--- src/rtl/boot_load_ctrl_pkg.sv ---
// Shared types and constants for the boot loader: FSM state encoding and word geometry.
package boot_load_ctrl_pkg;

   localparam int BYTES_PER_WORD = 4;
   localparam int BYTE_CNT_W     = 2;

   typedef enum logic [1:0] {
      ST_LOAD  = 2'd0,
      ST_WRITE = 2'd1,
      ST_RUN   = 2'd2
   } state_e;

   // Little-endian pack: the three buffered lanes sit below the byte arriving now.
   function automatic logic [31:0] pack_word(input logic [23:0] lower, input logic [7:0] top);
      return {top, lower};
   endfunction

endpackage

--- src/rtl/boot_load_ctrl_if.sv ---
// UART RX byte handshake and imem write port of the boot loader.
interface boot_load_ctrl_if #(
   parameter int ADDR_W = 8
);
   logic              rx_valid;
   logic [7:0]        rx_data;
   logic              rx_ready;
   logic              imem_we;
   logic [ADDR_W-1:0] imem_waddr;
   logic [31:0]       imem_wdata;

   modport master (
      input  rx_valid, rx_data,
      output rx_ready, imem_we, imem_waddr, imem_wdata
   );

   modport slave (
      output rx_valid, rx_data,
      input  rx_ready, imem_we, imem_waddr, imem_wdata
   );
endinterface

--- src/rtl/boot_load_ctrl_word_assembler.sv ---
// Collects received bytes into 32-bit little-endian words; flags the byte that completes a word.
module boot_load_ctrl_word_assembler
   import boot_load_ctrl_pkg::*;
(
   input  logic                  clk,
   input  logic                  rst_n,
   input  logic                  clear_i,
   input  logic                  byte_valid_i,
   input  logic [7:0]            byte_i,
   output logic [BYTE_CNT_W-1:0] byte_cnt_o,
   output logic                  word_full_o,
   output logic [31:0]           word_o
);

   localparam logic [BYTE_CNT_W-1:0] LAST_LANE = BYTE_CNT_W'(BYTES_PER_WORD - 1);

   logic [BYTE_CNT_W-1:0] cnt_q, cnt_d;
   logic [23:0]           lanes_q, lanes_d;

   // The completing byte is never stored; it is merged straight into word_o.
   assign word_full_o = byte_valid_i & (cnt_q == LAST_LANE);
   assign word_o      = pack_word(lanes_q, byte_i);
   assign byte_cnt_o  = cnt_q;

   always_comb begin
      cnt_d   = cnt_q;
      lanes_d = lanes_q;
      if (clear_i) begin
         cnt_d = '0;
      end else if (byte_valid_i) begin
         case (cnt_q)
            2'd0:    lanes_d[7:0]   = byte_i;
            2'd1:    lanes_d[15:8]  = byte_i;
            2'd2:    lanes_d[23:16] = byte_i;
            default: lanes_d        = lanes_q;
         endcase
         cnt_d = cnt_q + BYTE_CNT_W'(1);
      end else begin
         cnt_d = cnt_q;
      end
   end

   always_ff @(posedge clk or negedge rst_n) begin
      if (!rst_n) begin
         cnt_q   <= '0;
         lanes_q <= 24'h00_0000;
      end else begin
         cnt_q   <= cnt_d;
         lanes_q <= lanes_d;
      end
   end

endmodule

--- src/rtl/boot_load_ctrl.sv ---
// CPU bring-up sequencer: loads NUM_WORDS instruction words from the UART stream into imem,
// holding the core stalled until the program is complete.
module boot_load_ctrl
   import boot_load_ctrl_pkg::*;
#(
   parameter int NUM_WORDS   = 16,
   parameter int ADDR_W      = 8,
   parameter int TIMEOUT_CYC = 4096
) (
   input  logic              clk,
   input  logic              rst_n,
   input  logic              reload_req_i,
   boot_load_ctrl_if.master  bus,
   output logic              cpu_stall_o,
   output logic              load_done_o,
   output logic [ADDR_W:0]   words_loaded_o,
   output logic              err_timeout_o
);

   localparam int                IDLE_W     = (TIMEOUT_CYC > 1) ? $clog2(TIMEOUT_CYC) : 1;
   localparam logic [IDLE_W-1:0] IDLE_LAST  = IDLE_W'(TIMEOUT_CYC - 1);
   localparam bit                TIMEOUT_EN = (TIMEOUT_CYC != 0);
   localparam logic [ADDR_W:0]   WORDS_FULL = (ADDR_W + 1)'(NUM_WORDS);

   state_e                state_q, state_d;
   logic                  we_q, we_d;
   logic [ADDR_W-1:0]     waddr_q, waddr_d;
   logic [31:0]           wdata_q, wdata_d;
   logic [ADDR_W:0]       words_q, words_d;
   logic                  stall_q, stall_d;
   logic                  done_q, done_d;
   logic                  err_q, err_d;
   logic [IDLE_W-1:0]     idle_q, idle_d;

   logic                  accept_s;
   logic                  asm_clear_s;
   logic                  word_full_s;
   logic [31:0]           word_s;
   logic [BYTE_CNT_W-1:0] byte_cnt_s;
   logic [ADDR_W:0]       words_inc_s;

   // RUN keeps accepting so uart_rx never backs up; only LOAD bytes reach the assembler.
   assign bus.rx_ready = (state_q == ST_LOAD) | (state_q == ST_RUN);
   assign accept_s     = bus.rx_valid & (state_q == ST_LOAD) & ~reload_req_i;
   assign words_inc_s  = words_q + (ADDR_W + 1)'(1);

   boot_load_ctrl_word_assembler u_asm (
      .clk          (clk),
      .rst_n        (rst_n),
      .clear_i      (asm_clear_s),
      .byte_valid_i (accept_s),
      .byte_i       (bus.rx_data),
      .byte_cnt_o   (byte_cnt_s),
      .word_full_o  (word_full_s),
      .word_o       (word_s)
   );

   always_comb begin
      state_d     = state_q;
      we_d        = 1'b0;
      waddr_d     = waddr_q;
      wdata_d     = wdata_q;
      words_d     = words_q;
      stall_d     = stall_q;
      done_d      = done_q;
      err_d       = err_q;
      idle_d      = idle_q;
      asm_clear_s = 1'b0;
      if (reload_req_i) begin
         state_d     = ST_LOAD;
         words_d     = '0;
         stall_d     = 1'b1;
         done_d      = 1'b0;
         err_d       = 1'b0;
         idle_d      = '0;
         asm_clear_s = 1'b1;
      end else begin
         case (state_q)
            ST_LOAD: begin
               if (accept_s) begin
                  idle_d = '0;
                  if (word_full_s) begin
                     state_d = ST_WRITE;
                     we_d    = 1'b1;
                     waddr_d = words_q[ADDR_W-1:0];
                     wdata_d = word_s;
                  end else begin
                     state_d = ST_LOAD;
                  end
               end else if (TIMEOUT_EN && (byte_cnt_s != '0)) begin
                  // Stalled mid-word: give up on the partial word, keep what is already in imem.
                  if (idle_q == IDLE_LAST) begin
                     idle_d      = '0;
                     asm_clear_s = 1'b1;
                     err_d       = 1'b1;
                  end else begin
                     idle_d = idle_q + IDLE_W'(1);
                  end
               end else begin
                  idle_d = '0;
               end
            end
            ST_WRITE: begin
               words_d = words_inc_s;
               if (words_inc_s == WORDS_FULL) begin
                  state_d = ST_RUN;
                  stall_d = 1'b0;
                  done_d  = 1'b1;
               end else begin
                  state_d = ST_LOAD;
               end
            end
            ST_RUN: begin
               state_d = ST_RUN;
            end
            default: begin
               state_d = ST_LOAD;
            end
         endcase
      end
   end

   always_ff @(posedge clk or negedge rst_n) begin
      if (!rst_n) begin
         state_q <= ST_LOAD;
         we_q    <= 1'b0;
         waddr_q <= '0;
         wdata_q <= 32'h0000_0000;
         words_q <= '0;
         stall_q <= 1'b1;
         done_q  <= 1'b0;
         err_q   <= 1'b0;
         idle_q  <= '0;
      end else begin
         state_q <= state_d;
         we_q    <= we_d;
         waddr_q <= waddr_d;
         wdata_q <= wdata_d;
         words_q <= words_d;
         stall_q <= stall_d;
         done_q  <= done_d;
         err_q   <= err_d;
         idle_q  <= idle_d;
      end
   end

   assign bus.imem_we    = we_q;
   assign bus.imem_waddr = waddr_q;
   assign bus.imem_wdata = wdata_q;
   assign cpu_stall_o    = stall_q;
   assign load_done_o    = done_q;
   assign words_loaded_o = words_q;
   assign err_timeout_o  = err_q;

endmodule

--- src/flat_wrapper.sv ---
// flat-port wrapper written by rule: the top's interface ports become plain ports
module boot_load_ctrl_flat import boot_load_ctrl_pkg::*;
#(
   parameter int NUM_WORDS   = 16,
   parameter int ADDR_W      = 8,
   parameter int TIMEOUT_CYC = 4096
)
  (clk, rst_n, reload_req_i, cpu_stall_o, load_done_o, words_loaded_o, err_timeout_o, bus_rx_valid, bus_rx_data, bus_rx_ready, bus_imem_we, bus_imem_waddr, bus_imem_wdata);
  boot_load_ctrl_if #(.ADDR_W(ADDR_W)) bus_i ();
  input  logic clk;
  input  logic rst_n;
  input  logic reload_req_i;
  output logic cpu_stall_o;
  output logic load_done_o;
  output logic [ADDR_W:0] words_loaded_o;
  output logic err_timeout_o;
  input wire logic [$bits(bus_i.rx_valid)-1:0] bus_rx_valid;
  input wire logic [$bits(bus_i.rx_data)-1:0] bus_rx_data;
  output wire logic [$bits(bus_i.rx_ready)-1:0] bus_rx_ready;
  output wire logic [$bits(bus_i.imem_we)-1:0] bus_imem_we;
  output wire logic [$bits(bus_i.imem_waddr)-1:0] bus_imem_waddr;
  output wire logic [$bits(bus_i.imem_wdata)-1:0] bus_imem_wdata;
  assign bus_i.rx_valid = bus_rx_valid;
  assign bus_i.rx_data = bus_rx_data;
  assign bus_rx_ready = bus_i.rx_ready;
  assign bus_imem_we = bus_i.imem_we;
  assign bus_imem_waddr = bus_i.imem_waddr;
  assign bus_imem_wdata = bus_i.imem_wdata;
  boot_load_ctrl #(.NUM_WORDS(NUM_WORDS), .ADDR_W(ADDR_W), .TIMEOUT_CYC(TIMEOUT_CYC)) u_core (.clk(clk), .rst_n(rst_n), .reload_req_i(reload_req_i), .bus(bus_i), .cpu_stall_o(cpu_stall_o), .load_done_o(load_done_o), .words_loaded_o(words_loaded_o), .err_timeout_o(err_timeout_o));
endmodule
--- config.mk ---
export PLATFORM = sky130hd
export DESIGN_NAME = boot_load_ctrl_flat
export DESIGN_NICKNAME = d
export VERILOG_FILES = /design/src/rtl/boot_load_ctrl_pkg.sv /design/src/rtl/boot_load_ctrl_if.sv /design/src/rtl/boot_load_ctrl_word_assembler.sv /design/src/rtl/boot_load_ctrl.sv /design/src/flat_wrapper.sv
export SDC_FILE = /design/constraint.sdc
export NUM_CORES = 1
export LEC_CHECK = 0
export BUFFER_PORTS_ARGS = -buffer_cell sky130_fd_sc_hd__buf_4
export CAP_MARGIN = 20
export CORE_UTILIZATION = 35
export CTS_CLUSTER_DIAMETER = 50
export DETAILED_ROUTE_END_ITERATION = 12
export PLACE_DENSITY = 0.57
export SYNTH_ARGS = -nofsm -noshare
export SYNTH_HDL_FRONTEND = slang
export SYNTH_SLANG_ARGS = --single-unit
--- constraint.sdc ---
create_clock -name clk -period 1.9 [get_ports clk]
set_input_delay 0.285 -clock clk [delete_from_list [all_inputs] [get_ports clk]]
set_output_delay 0.285 -clock clk [all_outputs]
set_load 0.05 [all_outputs]
==> flow_summary_export.csv, run 1 <==
group,metric,value,unit
outcome,status,"completed",
final_layout,multi_input_area,0.00156,mm²
power_and_ir_drop,ir_drop,536,µV
final_layout,regArea,0.00233,mm²
power_and_ir_drop,switching_power,1.75,mW
power_and_ir_drop,leakagePower,2.39,nW
detailed_routing,drcViolationCount,0,
final_layout,num-nets-final,401,
clock_tree,cts_tree,"done",
die,fp.coreArea,0.0109,mm²
timing,rsz0062_at_grt,"yes",
synth,ys.flop_type,"dfrtp_1",
placed_design,dpl.hpwl,5440,µm
timing,hold_viol_final,0,
power_and_ir_drop,p_int,3.38,mW
worst_setup_path,end_kind,"flip-flop",
worst_setup_path,path_depth,3,
placed_design,gp_congestion,0.772,
worst_setup_path,cp.required,2.15,ns
timing,slew_viol_final,0,
detailed_routing,dr.pass1.iters,4,
worst_setup_path,reg2reg_depth,3,
worst_setup_path,startpoint,"u_core.state_q[0]",
detailed_routing,vias,2583,
power_and_ir_drop,sequentialPowerShare,48.8,%
grt,antenna_found_initial,0,
worst_setup_path,crit_type,"flip-flop to flip-flop",
synth,synthesis.nets,318,
power_and_ir_drop,power_frac_comb,26.2,%
placed_design,io_buffers,65,
clock_tree,clkSlewWorstSetupHoldPaths,0.09,ns
die,fp.dieH,108,µm
worst_setup_path,cp.arrival,2.07,ns
detailed_routing,viasPerCell,4.90,
die,rows,38,
final_layout,fin_util,45.1,%
power_and_ir_drop,p_clk_share,25.0,%
final_layout,drive_above_1_share,37.7,%
worst_setup_path,r2r-start,"u_core.state_q[0]",
timing,fmax,0.547,GHz
timing,post-route-period-util,96.1,%
worst_setup_path,critical_path.slowest_cell,"nor4b_4",
synth,ys.warnings.count,0,
synth,synth-edff-count,0,
final_layout,final_common_cell,"dfrtp_1",
die,start_util,36.1,%
timing,period_minus_slack,1.83,ns
timing,fin_ws,0.0735,ns
clock_tree,clkLatencyLatePin,0.36,ns
final_layout,layout_common_cells,"88 x dfrtp_1, 78 x buf_4, 36 x mux2_2",
hold_path,hold_path_depth,2,
final_layout,syn_to_final_growth,24.9,%
clock_tree,clk_root_buffer_cell,"clkbuf_8",
timing,clock_skew,0.00756,ns
placed_design,placed_area,0.00470,mm²
timing,final-setup-viol-count,0,
worst_setup_path,crit_chain,"nor4b_4, nand2_1, mux2_2",
clock_tree,cts.sinks,93,
grt,grt_use_total,14.7,%
synth,synthesis.area,0.00393,mm²
worst_setup_path,path_buf_inv,0,
worst_setup_path,cp_max_fo,9,
timing,worstMarginPinSlew,0.503,ns
synth,syn_area_per_cell,13.2,µm²
timing,fin_setup_tns,0,ns
power_and_ir_drop,p_total,5.13,mW
final_layout,stdcell_count,527,
synth,ys_seq_area_share,59.2,%
final_layout,diodes,0,
worst_setup_path,max_stage_delay,0.51,ns
timing,slew_headroom,66.3,%
synth,synth_cells,299,
worst_setup_path,start_kind,"flip-flop",
hold_path,hold_class,"input port to flip-flop",
clock_tree,htree_num_levels,3,
final_layout,fill_cells,1008,
synth,ys_ff_latch,93,
grt,grt_pass1_wl,12900,µm
die,fp.dieArea,0.0117,mm²
hold_path,hp-start,"bus_rx_data[3]",
flow_run,drv_cap,0,
clock_tree,cts_setup_buffers,0,
grt,grt_pass1_vias,2540,
clock_tree,cts_made_buffers,9,
power_and_ir_drop,netSwitchingFraction,34.0,%
detailed_routing,routed_wire_length_per_instance,14.8,µm
die,boundaryPins,66,
clock_tree,clockBufferDepth,2,
detailed_routing,drtIter0Drc,57,
die,die_x,108,µm
worst_setup_path,cp_top_family,"simple AND/OR/NAND/NOR gates",
detailed_routing,antenna_left,0,
final_layout,finalInstanceArea,0.00491,mm²
placed_design,placed_cells,510,
synth,ys_types,47,
grt,grt_max_degree,43,
grt,gr-total-overflow,0,
placed_design,dp_slack,0.0639,ns
synth,synthArstFlopShare,100,%
detailed_routing,wirelength,7790,µm
timing,holdWs,0.162,ns
power_and_ir_drop,power_density,1040,mW/mm²
worst reg2reg max path: cells and delay by family, from the launching register on:
kind             cells  cell delay, ns
and+or+nand+nor      2            0.91
DFF                  1            0.42
muxes                1            0.38
sequential cells by signal, indices dropped and copies added (netlist names):
name	count
u_core.bus.imem_waddr	8
u_core.bus.imem_wdata	32
u_core.u_asm.lanes_q	24
u_core.load_done_o	1
u_core.state_q	2
u_core.bus.imem_we	1
u_core.idle_q	12
u_core.u_asm.byte_cnt_o	2
u_core.cpu_stall_o	1
u_core.words_loaded_o	9
u_core.err_timeout_o	1
cell type report:
type	count	share of cell area, %
inverter	8	0.611
clock buffer	11	3.08
tap	140	3.57
clock inverter	5	0.841
timing repair buffer	80	12.5
multi-input combinational	190	31.8
sequential	93	47.5
power groups by stage:
stage	sequential [mW]	combinational (mW)	clock (mW)
3_3_place_gp	2.54	1.34	0
3_5_place_dp	2.54	1.36	0
2_1_floorplan	3.08	0.348	0
5_1_grt	2.55	1.42	1.43
6_report	2.50	1.34	1.28
4_1_cts	2.51	1.36	1.34
path summary, 6_finish.rpt:
path                       slack (ns)                   endpoint
max reg2reg                      0.07    u_core.u_asm.lanes_q[7]
min in group asynchronous        0.38         u_core.bus.imem_we
min reg2reg                      0.48  u_core.bus.imem_wdata[20]
max                              0.07    u_core.u_asm.lanes_q[7]
min                              0.16  u_core.bus.imem_wdata[27]
max in group asynchronous        0.90         u_core.cpu_stall_o
cell families after synthesis:
| group | Yosys count | synth area share, % |
|---|---|---|
| multiplexers | 64 | 18.3 |
| adder cells (fa/ha/maj) | 7 | 2.23 |
| AO/OA/AOI/OAI | 32 | 5.82 |
| flip-flops | 93 | 59.2 |
| XOR/XNOR | 8 | 1.78 |
| buffers and inverters | 16 | 1.85 |
| AND/OR/NAND/NOR | 79 | 10.8 |
timing repair:
| action | CTS | global route |
|---|---|---|
| resized for setup | 0 | 2 |
| hold buffers | 1 | 0 |
| endpoints found under the setup margin | 0 | 27 |
| endpoints found under the hold margin | 24 | 0 |
Yosys cell counts, types with 2 or more instances:
cell type | number | area share, %
nand2_1 | 23 | 2.2
nand3_1 | 9 | 1.1
mux2_1 | 27 | 7.7
a21oi_1 | 4 | 0.51
a21o_1 | 3 | 0.57
nand4_1 | 5 | 0.80
o21ai_0 | 9 | 1.1
ha_1 | 7 | 2.2
dfrtp_1 | 92 | 59
buf_2 | 4 | 0.51
and4_1 | 3 | 0.67
nand2b_1 | 2 | 0.32
a31oi_1 | 2 | 0.32
mux2_2 | 36 | 10
xor2_1 | 2 | 0.45
inv_1 | 7 | 0.67
nor2_1 | 10 | 0.95
nor3_1 | 6 | 0.76
nor4_1 | 2 | 0.32
xnor2_1 | 6 | 1.3
and3_1 | 3 | 0.48
a31o_2 | 2 | 0.45
clkbuf_1 | 3 | 0.29
or3_1 | 9 | 1.4
metal layers:
layer,routed length [µm],vias up,GRT usage [%]
met5,0,-,0
met3,246,7,3.44
li1,-,1238,-
met1,3710,1303,19.9
met4,107,0,6.46
met2,3720,35,22.5
Note: power is estimated with default switching activity, not from simulation.
==> run 2, diff against run 1 <==
- CORE_UTILIZATION: 35 -> 50
- PLACE_DENSITY: 0.57 -> 0.76
==> flow_summary_export.csv, run 2 (same netlist as run 1, synthesis figures left out) <==
group,metric,value,unit
worst_setup_path,crit_type,"flip-flop to flip-flop",
grt,antenna_found_initial,0,
grt,grt_pass1_wl,13100,µm
placed_design,dpl.hpwl,5280,µm
detailed_routing,vias,2597,
final_layout,num-nets-final,399,
die,fp.coreArea,0.00741,mm²
final_layout,final_common_cell,"dfrtp_1",
clock_tree,htree_num_levels,3,
timing,rsz0062_at_grt,"yes",
power_and_ir_drop,leakagePower,2.39,nW
timing,fin_setup_tns,0,ns
placed_design,placed_cells,467,
timing,post-route-period-util,95.9,%
final_layout,largest_reg_flops,32,
timing,period_minus_slack,1.82,ns
die,fp.dieH,90.7,µm
placed_design,placed_area,0.00463,mm²
clock_tree,clkSlewWorstSetupHoldPaths,0.10,ns
die,boundaryPins,66,
detailed_routing,wirelength,7560,µm
grt,grt_max_degree,45,
clock_tree,cts_made_buffers,9,
final_layout,multi_input_area,0.00156,mm²
clock_tree,clkLatencyLatePin,0.35,ns
outcome,status,"completed",
die,die_x,90.7,µm
final_layout,diodes,0,
placed_design,gp_congestion,0.853,
placed_design,dp_slack,0.0223,ns
worst_setup_path,critical_path.slowest_cell,"nor4b_4",
detailed_routing,dr.pass1.iters,4,
flow_run,drv_cap,0,
die,fp.dieArea,0.00822,mm²
worst_setup_path,cp.arrival,2.06,ns
final_layout,fill_cells,577,
timing,worstMarginPinSlew,0.443,ns
final_layout,stdcell_count,484,
grt,grt_use_total,20.1,%
timing,fin_ws,0.0783,ns
timing,slew_headroom,70.4,%
detailed_routing,drtIter0Drc,114,
timing,final-setup-viol-count,0,
final_layout,drive_above_1_share,37.1,%
clock_tree,cts.sinks,93,
worst_setup_path,end_kind,"flip-flop",
hold_path,hold_class,"input port to flip-flop",
detailed_routing,drcViolationCount,0,
final_layout,regArea,0.00233,mm²
detailed_routing,viasPerCell,5.37,
final_layout,layout_common_cells,"88 x dfrtp_1, 76 x buf_4, 36 x mux2_2",
worst_setup_path,cp.required,2.14,ns
clock_tree,clockBufferDepth,2,
final_layout,syn_to_final_growth,23.6,%
grt,grt_pass1_vias,2643,
worst_setup_path,start_kind,"flip-flop",
power_and_ir_drop,ir_drop,758,µV
clock_tree,clk_root_buffer_cell,"clkbuf_8",
timing,fmax,0.549,GHz
worst_setup_path,max_stage_delay,0.41,ns
detailed_routing,antenna_left,0,
clock_tree,cts_setup_buffers,0,
timing,clock_skew,0.0120,ns
die,start_util,53.1,%
power_and_ir_drop,power_density,1080,mW/mm²
final_layout,finalInstanceArea,0.00486,mm²
placed_design,io_buffers,65,
worst_setup_path,cp_max_fo,8,
die,rows,31,
detailed_routing,routed_wire_length_per_instance,15.6,µm
worst_setup_path,crit_chain,"buf_4, nor4b_4, nand2_1, mux2_2",
timing,slew_viol_final,0,
grt,gr-total-overflow,0,
clock_tree,cts_tree,"done",
timing,hold_viol_final,0,
[run 2: final cells by class]
class                      count  share of cell area, %
clock buffer                   9                   2.55
clock inverter                 7                   1.78
inverter                       8                  0.618
multi-input combinational    190                   32.1
sequential                    93                   48.0
tap                           99                   2.55
timing repair buffer          78                   12.4
[run 2: repair_timing]
item / 4_1_cts / 5_1_grt
resized for setup: 0 / 1
hold buffers: 1 / 0
hold endpoints to repair: 23 / 0
setup endpoints to repair: 0 / 19
[run 2: worst max-delay path: cells and delay by family (launching register included)]
kind	cells	cell delay [ns]
DFF	1	0.39
buffers and inverters	1	0.16
and+or+nand+nor	2	0.78
muxes	1	0.38
[run 2: path summary, 6_finish.rpt]
| path | start | endpoint | slack (ns) | cells past startpoint |
|---|---|---|---|---|
| setup / recovery | u_core.state_q[1] | u_core.u_asm.lanes_q[22] | 0.08 | 4 |
| hold / removal | bus_rx_data[3] | u_core.bus.imem_wdata[27] | 0.17 | 2 |
| setup reg to reg | u_core.state_q[1] | u_core.u_asm.lanes_q[22] | 0.08 | 4 |
| hold reg to reg | u_core.u_asm.lanes_q[19] | u_core.bus.imem_wdata[19] | 0.49 | 1 |
| max in group asynchronous | rst_n | u_core.u_asm.lanes_q[3] | 0.87 | 3 |
| min in group asynchronous | rst_n | u_core.bus.imem_waddr[4] | 0.37 | 2 |
[run 2: routing by layer]
layer | vias to the layer above | GRT usage [%] | share of wire (%)
li1 | 1240 | - | -
met1 | 1314 | 27.2 | 47
met2 | 39 | 33.0 | 49
met3 | 4 | 3.79 | 3.4
met4 | 0 | 5.78 | 0.50
met5 | - | 0 | 0
[run 2: power breakdown]
group          internal (mW)  switching [mW]  leakage [nW]  total (mW)
Sequential              2.32           0.174          1.23        2.50
Combinational          0.497           0.852          1.06        1.35
Clock                  0.639           0.755         0.104        1.39
Total                   3.46            1.78          2.39        5.24
[run 2: through the flow]
step	util [%]	power, mW	hold WS (ns)
after floorplan	-	3.43	-0.0106
after global placement	62.6	3.85	0.222
after detailed placement	62.6	3.90	0.220
after CTS	65.5	5.29	0.160
after global routing	65.6	5.48	0.158
final	65.6	5.24	0.171
